<file path="src/rtl/times_table_divider_if.sv">
// times_table_divider_if: start/busy/done handshake and operand/result bus for
// the times-table divider.
//   master : drives start, dividend (2N), divisor (N); observes results
//   slave  : drives busy, done, quotient (2N), remainder (N), err
interface times_table_divider_if #(
    parameter int unsigned N = 3
);
    logic             start;
    logic [2*N-1:0]   dividend;
    logic [N-1:0]     divisor;
    logic             busy;
    logic             done;
    logic [2*N-1:0]   quotient;
    logic [N-1:0]     remainder;
    logic             err;

    modport master (
        output start, dividend, divisor,
        input  busy, done, quotient, remainder, err
    );

    modport slave (
        input  start, dividend, divisor,
        output busy, done, quotient, remainder, err
    );
endinterface

</file>
<file path="src/rtl/times_table_divider.sv">
// times_table_divider: sequential restoring divider, one quotient bit per clock.
// Divides a 2N-bit product by an N-bit factor and returns quotient/remainder.
// Ports:
//   clk    : rising-edge clock
//   rst_n  : asynchronous active-low reset
//   bus    : slave side of times_table_divider_if
//            start/dividend/divisor in; busy/done/quotient/remainder/err out
// A division accepted at edge T raises done for the cycle after edge T+2N.
// Divide-by-zero skips CALC and raises done (with err) for the cycle after T.
module times_table_divider #(
    parameter int unsigned N = 3
) (
    input  logic clk,
    input  logic rst_n,
    times_table_divider_if.slave bus
);
    localparam int unsigned W  = 2 * N;
    localparam int unsigned CW = $clog2(W);
    localparam int unsigned RW = N + 1;

    typedef enum logic [1:0] {
        IDLE = 2'd0,
        CALC = 2'd1,
        DONE = 2'd2
    } state_t;

    state_t          state;
    logic [W-1:0]    work_q;
    logic [N-1:0]    prem;
    logic [N-1:0]    dvs;
    logic [CW-1:0]   count;

    logic [RW-1:0]   shifted;
    logic            fits;
    logic [N-1:0]    prem_next;
    logic [W-1:0]    q_next;

    // One restoring step: shift in the next dividend bit, subtract if it fits.
    // The partial remainder is always < divisor, so the restored value and the
    // difference both fit back into N bits.
    always_comb begin
        shifted   = {prem, work_q[W-1]};
        fits      = (shifted >= RW'(dvs));
        prem_next = fits ? N'(shifted - RW'(dvs)) : N'(shifted);
        q_next    = {work_q[W-2:0], fits};
    end

    // Control FSM, datapath and registered outputs.
    always_ff @(posedge clk or negedge rst_n) begin
        if (!rst_n) begin
            state         <= IDLE;
            work_q        <= '0;
            prem          <= '0;
            dvs           <= '0;
            count         <= '0;
            bus.busy      <= 1'b0;
            bus.done      <= 1'b0;
            bus.quotient  <= '0;
            bus.remainder <= '0;
            bus.err       <= 1'b0;
        end else begin
            bus.done <= 1'b0;
            case (state)
                IDLE: begin
                    if (bus.start) begin
                        if (bus.divisor != '0) begin
                            dvs      <= bus.divisor;
                            work_q   <= bus.dividend;
                            prem     <= '0;
                            count    <= CW'(W - 1);
                            bus.err  <= 1'b0;
                            bus.busy <= 1'b1;
                            state    <= CALC;
                        end else begin
                            bus.err       <= 1'b1;
                            bus.quotient  <= '0;
                            bus.remainder <= '0;
                            bus.done      <= 1'b1;
                            state         <= DONE;
                        end
                    end
                end
                CALC: begin
                    work_q <= q_next;
                    prem   <= prem_next;
                    count  <= count - CW'(1);
                    // Last step: publish the final quotient/remainder directly.
                    if (count == '0) begin
                        bus.busy      <= 1'b0;
                        bus.done      <= 1'b1;
                        bus.quotient  <= q_next;
                        bus.remainder <= prem_next;
                        state         <= DONE;
                    end
                end
                DONE: begin
                    state <= IDLE;
                end
                default: begin
                    state <= IDLE;
                end
            endcase
        end
    end
endmodule

</file>
<file path="src/flat_wrapper.sv">
// flat-port wrapper written by rule: the top's interface ports become plain ports
module times_table_divider_flat 
#(
    parameter int unsigned N = 3
)
  (clk, rst_n, bus_start, bus_dividend, bus_divisor, bus_busy, bus_done, bus_quotient, bus_remainder, bus_err);
  times_table_divider_if #(.N(N)) bus_i ();
  input  logic clk;
  input  logic rst_n;
  input wire logic [$bits(bus_i.start)-1:0] bus_start;
  input wire logic [$bits(bus_i.dividend)-1:0] bus_dividend;
  input wire logic [$bits(bus_i.divisor)-1:0] bus_divisor;
  output wire logic [$bits(bus_i.busy)-1:0] bus_busy;
  output wire logic [$bits(bus_i.done)-1:0] bus_done;
  output wire logic [$bits(bus_i.quotient)-1:0] bus_quotient;
  output wire logic [$bits(bus_i.remainder)-1:0] bus_remainder;
  output wire logic [$bits(bus_i.err)-1:0] bus_err;
  assign bus_i.start = bus_start;
  assign bus_i.dividend = bus_dividend;
  assign bus_i.divisor = bus_divisor;
  assign bus_busy = bus_i.busy;
  assign bus_done = bus_i.done;
  assign bus_quotient = bus_i.quotient;
  assign bus_remainder = bus_i.remainder;
  assign bus_err = bus_i.err;
  times_table_divider #(.N(N)) u_core (.clk(clk), .rst_n(rst_n), .bus(bus_i));
endmodule
</file>
<file path="config.mk">
export PLATFORM = sky130hd
export DESIGN_NAME = times_table_divider_flat
export DESIGN_NICKNAME = d
export VERILOG_FILES = /design/src/rtl/times_table_divider_if.sv /design/src/rtl/times_table_divider.sv /design/src/flat_wrapper.sv
export SDC_FILE = /design/constraint.sdc
export NUM_CORES = 1
export LEC_CHECK = 0
export CORE_ASPECT_RATIO = 1.25
export CORE_MARGIN = 4
export CORE_UTILIZATION = 41
export DETAILED_ROUTE_END_ITERATION = 6
export PLACE_DENSITY = 0.67
export RECOVER_POWER = 100
export REMOVE_ABC_BUFFERS = 1
export SYNTH_ARGS = -nofsm -noshare
export SYNTH_HDL_FRONTEND = slang
export SYNTH_SLANG_ARGS = --single-unit
</file>
<file path="constraint.sdc">
create_clock -name clk -period 4.25 [get_ports clk]
set_input_delay 0.425 -clock clk [delete_from_list [all_inputs] [get_ports clk]]
set_output_delay 0.425 -clock clk [all_outputs]
set_load 0.02 [all_outputs]
</file>
# ---- Word level (Yosys, flattened, before mapping)
# Cells that the tools add are included.
dict set report word_totals {
  mem_bits_ro 0
  regBits 29
  input_bits 12
  ram_bits 0
  latchBits 0
  mem_count 0
  out_inout_bits 12
}
dict set report op_classes {
  n_shift 0
  muxes 30
  n_reduce_logical 10
  addsub 2
  magnitude_cmp 1
  bitwise_logic 0
  n_eq_ne 5
  n_mul 0
  div_mod_pow 0
}
# op count
set ops {}
lappend ops {{two-way mux 6 bit} 5}
lappend ops {{two-way mux 3 bit} 8}
lappend ops {{one-hot mux 6 bit (2 select lines)} 2}
lappend ops {{one-hot mux 3 bit (2 select lines)} 3}
lappend ops {{AND reduction 4 bit} 2}
lappend ops {{two-way mux 1 bit} 6}
lappend ops {{two-way mux 2 bit} 3}
lappend ops {{AND reduction 3 bit} 2}
lappend ops {{>= comparator 4 x 3 -> 1 bit} 1}
lappend ops {{inequality test 2 x 1 -> 1 bit (second input constant)} 2}
lappend ops {{inequality test 2 bit (second input constant)} 2}
lappend ops {{one-hot mux 1 bit (2 select lines)} 2}
lappend ops {{one-hot mux 2 bit (2 select lines)} 1}
lappend ops {{AND reduction 2 bit} 2}
lappend ops {{zero test 3 bit} 1}
lappend ops {{nonzero test 3 bit} 1}
lappend ops {{subtractor 3 x 1 -> 3 bit (second input constant)} 1}
lappend ops {{subtractor 3 bit} 1}
lappend ops {{equality test 2 x 1 -> 1 bit (second input constant)} 1}
lappend ops {{zero test 2 bit} 1}
lappend ops {{nonzero test 2 bit} 1}

# ---- Logic depth before layout (Yosys ltp)
# Gate-level depths: netlist (run 1).
dict set report depth {
  word_depth 4
  mapped_depth 7
  ltp_nobuf 7
}

# ---- Worst setup path before layout (run 1)
# No wires, ideal clock.
dict set report synth_path {
  kind {reg-to-reg}
  startpoint {register u_core.work_q[5]}
  endpoint {register u_core.bus.remainder[2]}
  setup_time_ps 66
  stages_incl_launch_ff 8
  path_buffers 0
  arrival_ps 1947
  synth_period_minus_slack_ps 2013
  path_slack_ps 2237
  cell_sequence {dfrtp_1 -> inv_1 -> ha_1 -> fa_1 -> and2b_1 -> nor4_4 -> a2111oi_1 -> mux2_2}
}
dict set report synth_via {
  elab_chain_len 4
  word_cells_on_any_way 5
  classes_between {add/sub (1); order compare (1); mux (3)}
}
# element line
set synth_lines {}
lappend synth_lines {{start, declared} times_table_divider.sv:28} ;# logic [W-1:0] work_q;
lappend synth_lines {{start signal, assigned} times_table_divider.sv:68} ;# work_q <= bus.dividend;
lappend synth_lines {{start signal, assigned} times_table_divider.sv:84} ;# work_q <= q_next;
lappend synth_lines {{>= comparator 4 x 3 -> 1 bit / subtractor 3 bit (equally long branches)} {times_table_divider.sv:43, times_table_divider.sv:44}}
lappend synth_lines {{two-way mux 3 bit (*)} times_table_divider.sv:44} ;# prem_next = fits ? N'(shifted - RW'(dvs)) : N'(shifted);
lappend synth_lines {{two-way mux 3 bit (*)} times_table_divider.sv:88} ;# if (count == '0) begin
lappend synth_lines {{one-hot mux 3 bit (2 select lines) (*)} times_table_divider.sv:63} ;# case (state)
lappend synth_lines {{end signal, assigned} times_table_divider.sv:92} ;# bus.remainder <= prem_next;
lappend synth_lines {{end, declared} times_table_divider_if.sv:24} ;# output busy, done, quotient, remainder, err
# Mark *: on every way between the ends. The rest lies on a longest branch, timed or not. The select of a mux whose other input is x is not followed.
# A chain may end at the register's enable or synchronous reset.

# ---- Final worst setup path (run 1)
dict set report layout_path {
  startpoint {input bus_divisor[1]}
  endpoint {register u_core.bus.remainder[2]}
}
dict set report layout_via {
  elab_chain_len 3
}
# element line
set layout_lines {}
lappend layout_lines {{start, declared} flat_wrapper.sv:12} ;# input wire logic [$bits(bus_i.divisor)-1:0] bus_divisor;
lappend layout_lines {{nonzero test 3 bit} times_table_divider.sv:66} ;# if (bus.divisor != '0) begin
lappend layout_lines {{inequality test 2 bit (no source line)} --}
lappend layout_lines {{AND reduction 4 bit (no source line)} --}
# No other way between the ends.

==> results of run 1 <==
sequential cells by signal, indices dropped and copies added, names as in the netlist:
name	flops
u_core.bus.remainder	3
u_core.work_q	6
u_core.bus.err	1
u_core.bus.quotient	6
u_core.dvs	3
u_core.count	3
u_core.bus.busy	1
u_core.prem	3
u_core.bus.done	1
u_core.state	2
placed cells by master (no fill, tap or decap), drive strengths merged, types with 4 or more instances in the layout:
cell type,instances
a21oi,4
clkbuf,8
clkdlybuf4s50,9
dfrtp,29
dlygate4sd3,14
ha,5
inv,9
mux2,7
mux2i,8
nand2,4
nor2,9
o21ai,11
cells in the mapped netlist (3+ instances only):
cell type / count
o31ai_1: 3
inv_1: 9
a21oi_1: 4
nor2b_1: 3
mux2_2: 4
mux2_1: 3
ha_1: 5
nand2_1: 4
nor2_1: 7
dfrtp_1: 29
a22o_1: 3
mux2i_1: 8
o21ai_0: 11
final cells by class:
type | count | area, µm²
Clock buffer | 7 | 96.3
Clock inverter | 1 | 5.00
Fill cell | 288 | 1510
Inverter | 9 | 33.8
Multi-Input combinational cell | 79 | 599
Sequential cell | 29 | 726
Tap cell | 37 | 46.3
Timing Repair Buffer | 24 | 234
critical path, cell delays in order:
cell and delay (ns):
dlygate4sd3_1 0.56, nor3_1 0.37, a22oi_1 0.31, nor2_1 0.47, mux2_2 0.39
power by group through the flow:
stage | clock (mW) | sequential (mW) | combinational, mW
2_1_floorplan | 0 | 0.532 | 0.388
3_3_place_gp | 0 | 0.493 | 0.624
3_5_place_dp | 0 | 0.499 | 0.649
4_1_cts | 0.257 | 0.495 | 0.653
5_1_grt | 0.271 | 0.509 | 0.689
6_report | 0.250 | 0.490 | 0.615
cells by family after synthesis:
kind of cell	Yosys count
adder cells (fa/ha/maj)	6
AO/OA/AOI/OAI	29
multiplexers	15
buffers and inverters	12
AND/OR/NAND/NOR	29
flip-flops	29
worst paths after layout:
path                                         from                       to  slack [ns]  cells past startpoint
hold / removal             u_core.bus.quotient[0]   u_core.bus.quotient[0]        0.49                      1
min in group asynchronous                   rst_n   u_core.bus.quotient[1]        1.05                      2
hold reg to reg            u_core.bus.quotient[0]   u_core.bus.quotient[0]        0.49                      1
setup / recovery                   bus_divisor[1]  u_core.bus.remainder[2]        1.90                      5
max in group asynchronous                   rst_n          u_core.bus.busy        2.30                      2
setup reg to reg                    u_core.dvs[0]  u_core.bus.remainder[2]        2.09                      6
metrics by stage:
stage / total power [mW] / setup WS [ns] / std cells / instance area, µm²
4_1_cts: 1.40 / 2.07 / 186 / 1780
2_1_floorplan: 0.921 / 2.24 / 117 / 1400
3_3_place_gp: 1.12 / 2.15 / 178 / 1680
5_1_grt: 1.47 / 1.58 / 186 / 1740
6_report: 1.36 / 1.90 / 186 / 1740
3_5_place_dp: 1.15 / 2.09 / 178 / 1680
routing by layer:
metal	up-vias	routed length, µm	GRT usage, %
li1	478	-	-
met1	474	1230	18.3
met2	26	1360	23.7
met3	6	172	4.04
met4	0	41	6.75
met5	-	0	0
==> run summary, run 1 <==
Ys Warns - 0
Core footprint - 3250 µm²
Final wirelength - 2.81 mm
IO Pins - 24
Max-slew violations - 30
Number of synthesized flops with an enable pin - 0
Compound-cell area share of the yosys netlist - 14.2%
Final Hold Vio Count - 0
CTS tree - built
FP Rows - 23
Post-synth top area share - 51.3%
CTS root buf - clkbuf_8
Post-route DRC - 0
Clk sinks - 29
Worst Path Required - 4.42 ns
Fmax - 0.425 GHz
Setup violators final - 0
Largest net degree at the start of global routing - 30
Vias in the first global route - 1055
Xor and xnor area share after synthesis - 0%
Post-Syn Instances - 120
Post-Synthesis Cell Area - 1420 µm²
Synth Area in Adders - 5.84%
Sw frac - 38.9%
Worst-case clock buffer depth - 2
Area growth from synthesis to layout - 23.0%
Outcome - complete, but fails checks
Via count - 984
Synth top area cells - dfrtp_1 (51%), mux2i_1 (5.7%), ha_1 (4.4%)
Post-DP HPWL - 2.10 mm
Top_reg_cell synth - dfrtp_1
Hold Slack - 0.494 ns
Hold WC Path Type - flop to flop
Drt pass-1 iters - 4
Die Y-Extent - 73.7 µm
Multiplexer share of the synthesized area - 11.2%
Distinct cells, synth - 34
Routed Antenna Nets - 0
Pleak - 0.811 nW
Seq cells post-synth - 29
Post-synthesis async set-or-reset flop share - 100%
CTS Hold Bufs - 0
# port buffers - 23
CP endpoint kind - flop
RSZ-0062 raised after global routing - no
Internal power - 0.828 mW
Worst-Skew Late Latency - 0.28 ns
Layout cell share with drive strength beyond 1 - 9.40%
Worst setup path class - primary input to flop
RePlAce Congestion - 0.831
Skew final - 0.00631 ns
Initial Utilization - 43.5%
H-Tree Depth - 2
Global-route usage over all layers - 14.8%
Crit path DAT - 2.52 ns
Die Area - 4460 µm²
Utilization after layout - 53.5%
Tightest Pin Transition - 1.54 ns
Failing checks - capacitance limit, slew limit
GRT overflow - 0
Sequential area share after synthesis - 51.3%
Clock Power Share - 18.5%
Largest family of logic cells by synthesized area - compound AO/OA/AOI/OAI gates
Sequential Power Share - 36.1%
Switching power of the nets - 0.527 mW
Type of origin of the critical path - primary input
CP max FO - 9
Setup TNS Final - 0 ns
Post-synthesis simple-gate area fraction - 13.9%
Nets - 166
Largest area contributor in the netlist - dfrtp_1
Logic pwr share - 45.4%
Number of inserted diodes - 0
Via density per instance - 5.29
Total setup buffers inserted after CTS - 0
Drt wl/cell - 15.1 µm
Initial DRC Count - 20
Tmin final - 2.35 ns
Max IR drop VDD - 0.389 mV
Maxcap violations - 1
Chip width - 60.5 µm
Period Utilization, post-route - 55.3%
First-pass GRT wire length - 4.84 mm
CTS Buf Count - 5
Clk slew on worst S/H paths - 0.06 ns
Power density cells - 779 nW/µm²
# resized after CTS - 0
Initial antenna violation count - 0
Post-synthesis area per instance - 11.8 µm²
Slew HR - -2.61%
Note: power is estimated with default switching activity, not from simulation.
==> run 2, diff against run 1 <==
- PLACE_DENSITY: 0.67 -> 0.7
- clock period: 4.25 -> 2 ns (I/O delays scaled with it)
==> run 2 against run 1 <==
Net effect:
- the flow now finishes without violations
- clock power grew to 2.5 times the previous value
- setup slack worse by 1.8 ns
- worst hold slack worse by 0.0056 ns
- design area is 8.8% higher
- via count is 4.0% higher
- cell count is 4.3% higher
- sequential power is 110% higher
- total power is 150% higher
- register-to-register slack worse by 2.0 ns
- first-iteration DRC count is 30% lower
- utilization is 4.7 points higher
- global-route usage is 0.87 points higher
- critical path type is now flop to flop
==> run summary, run 2 (same netlist as run 1, synthesis figures left out) <==
Logic pwr share - 49.8%
Period Utilization, post-route - 97.4%
Worst Path Required - 2.20 ns
Via count - 1023
Fillers - 277
Crit path cell chain - inv_2 -> ha_4 -> fa_2 -> and2b_2 -> nor4_4 -> buf_6 -> mux2i_2 -> o2bb2ai_1
Multi-input logic area - 677 µm²
Tmin final - 1.95 ns
Dpl ws - -0.146 ns
Final Hold Vio Count - 0
Via density per instance - 5.27
Initial antenna violation count - 0
CTS tree - built
Drt pass-1 iters - 4
Hold WC Path Type - primary input to asynchronous set/reset pin
Outcome - finished clean
Setup TNS Final - 0 ns
Number of inserted diodes - 0
Die Y-Extent - 73.7 µm
CP endpoint - u_core.bus.remainder[1]
GRT overflow - 0
Sw frac - 37.5%
Max-slew violations - 0
Final wirelength - 3.04 mm
Vias in the first global route - 1050
IO Pins - 24
Routed Antenna Nets - 0
Largest regs - u_core.bus.quotient: 6 flops, u_core.work_q: 6 flops
Post-route DRC - 0
Area growth from synthesis to layout - 33.9%
Worst setup path class - flop to flop
Skew final - 0.00433 ns
Maxcap violations - 0
Pleak - 0.877 nW
Flop2flop setup slack - 0.05 ns
FP Rows - 23
Worst r2r dst - u_core.bus.remainder[1]
Most frequent cells in the layout - dfrtp_1 (29), dlygate4sd3_1 (13), o21ai_0 (11), clkdlybuf4s50_1 (10), inv_1 (8)
Die Area - 4460 µm²
Reg-to-Reg Start - u_core.work_q[5]
H-Tree Depth - 2
Family with the most delay on the worst path - simple AND/OR/NAND/NOR gates
Drt wl/cell - 15.7 µm
FF+latch area - 726 µm²
RePlAce Congestion - 0.726
Worst-case clock buffer depth - 2
Core footprint - 3250 µm²
Internal power - 2.09 mW
Post-DP HPWL - 2.14 mm
Crit path buf inv count - 2
Worst R2R Path Depth - 8
Tightest Pin Transition - 0.719 ns
Most common cell after layout, fill and taps aside - dfrtp_1
Max IR drop VDD - 0.897 mV
Setup violators final - 0
CTS Hold Bufs - 0
# port buffers - 23
Initial Utilization - 43.5%
Tot Pwr - 3.35 mW
Clock Power Share - 18.7%
CP endpoint kind - flop
Clk sinks - 29
First-pass GRT wire length - 4.99 mm
Nets - 174
Chip width - 60.5 µm
CTS root buf - clkbuf_8
Global-route usage over all layers - 15.6%
Layout cell share with drive strength beyond 1 - 19.7%
Slew HR - 52.1%
Worst-Skew Late Latency - 0.28 ns
Clk slew on worst S/H paths - 0.06 ns
CP max FO - 3
Slowest stage cell, crit path - dfrtp_1
Fmax - 0.513 GHz
Largest net degree at the start of global routing - 30
Final Worst Setup Slack - 0.0519 ns
Sequential Power Share - 31.5%
CP startpoint - u_core.work_q[5]
Switching power of the nets - 1.26 mW
Instance count on the critical path - 8
Type of origin of the critical path - flop
Utilization after layout - 58.3%
Hold Slack - 0.489 ns
Crit path DAT - 2.15 ns
Power density cells - 1770 nW/µm²
Crit path largest cell delay - 0.39 ns
Initial DRC Count - 14
CTS Buf Count - 5
run 2: cell count changes in the layout (fill, tap and decap cells not counted), moves of 2 or more:
cell    previous run  this run
mux2_4             0         2
buf_4              0         6
nor2_1             9         7
nor2_4             0         2
run 2: layer usage:
| metal | GRT usage, % | routed length (µm) | vias up |
|---|---|---|---|
| met3 | 6.15 | 150 | 4 |
| met2 | 24.4 | 1510 | 23 |
| met4 | 7.95 | 61 | 0 |
| met1 | 18.5 | 1320 | 506 |
| met5 | 0 | 0 | - |
| li1 | - | - | 490 |
run 2: timing repair:
item	4_1_cts	5_1_grt
cloned	0	0
endpoints found under the setup margin	2	5
gates resized for setup	3	11
setup buffers	0	2
pin swaps	1	1
endpoints found under the hold margin	0	0
run 2: area by class of cell:
class | count | area share (%)
timing repair buffer | 32 | 15.6
tap | 37 | 2.44
multi-input combinational | 79 | 35.7
clock buffer | 7 | 4.56
sequential | 29 | 38.3
inverter | 9 | 1.78
clock inverter | 1 | 1.59
run 2: power groups by stage:
stage,Sequential (mW),Combinational [mW],Clock [mW]
3_3_place_gp,1.04,1.43,0
6_report,1.05,1.67,0.627
5_1_grt,1.09,1.83,0.668
2_1_floorplan,1.13,0.825,0
3_5_place_dp,1.06,1.49,0
4_1_cts,1.05,1.54,0.637
run 2: stage by stage:
stage	cell area (µm²)	std cells
final	1890	194
after global routing	1890	194
after CTS	1850	192
after detailed placement	1730	184
after global placement	1730	184
after floorplan	1400	117
run 2: how the worst min path moves through the flow:
| stage | endpoint | slack [ns] | cells after the start |
|---|---|---|---|
| after floorplan | u_core.bus.busy | -0.1 | 0 |
| after global placement | u_core.bus.quotient[1] | 0.47 | 1 |
| after detailed placement | u_core.bus.quotient[1] | 0.48 | 1 |
| after CTS | u_core.work_q[0] | 0.31 | 2 |
| after global routing | u_core.bus.quotient[1] | 0.51 | 1 |
| final | u_core.bus.remainder[1] | 0.49 | 2 |
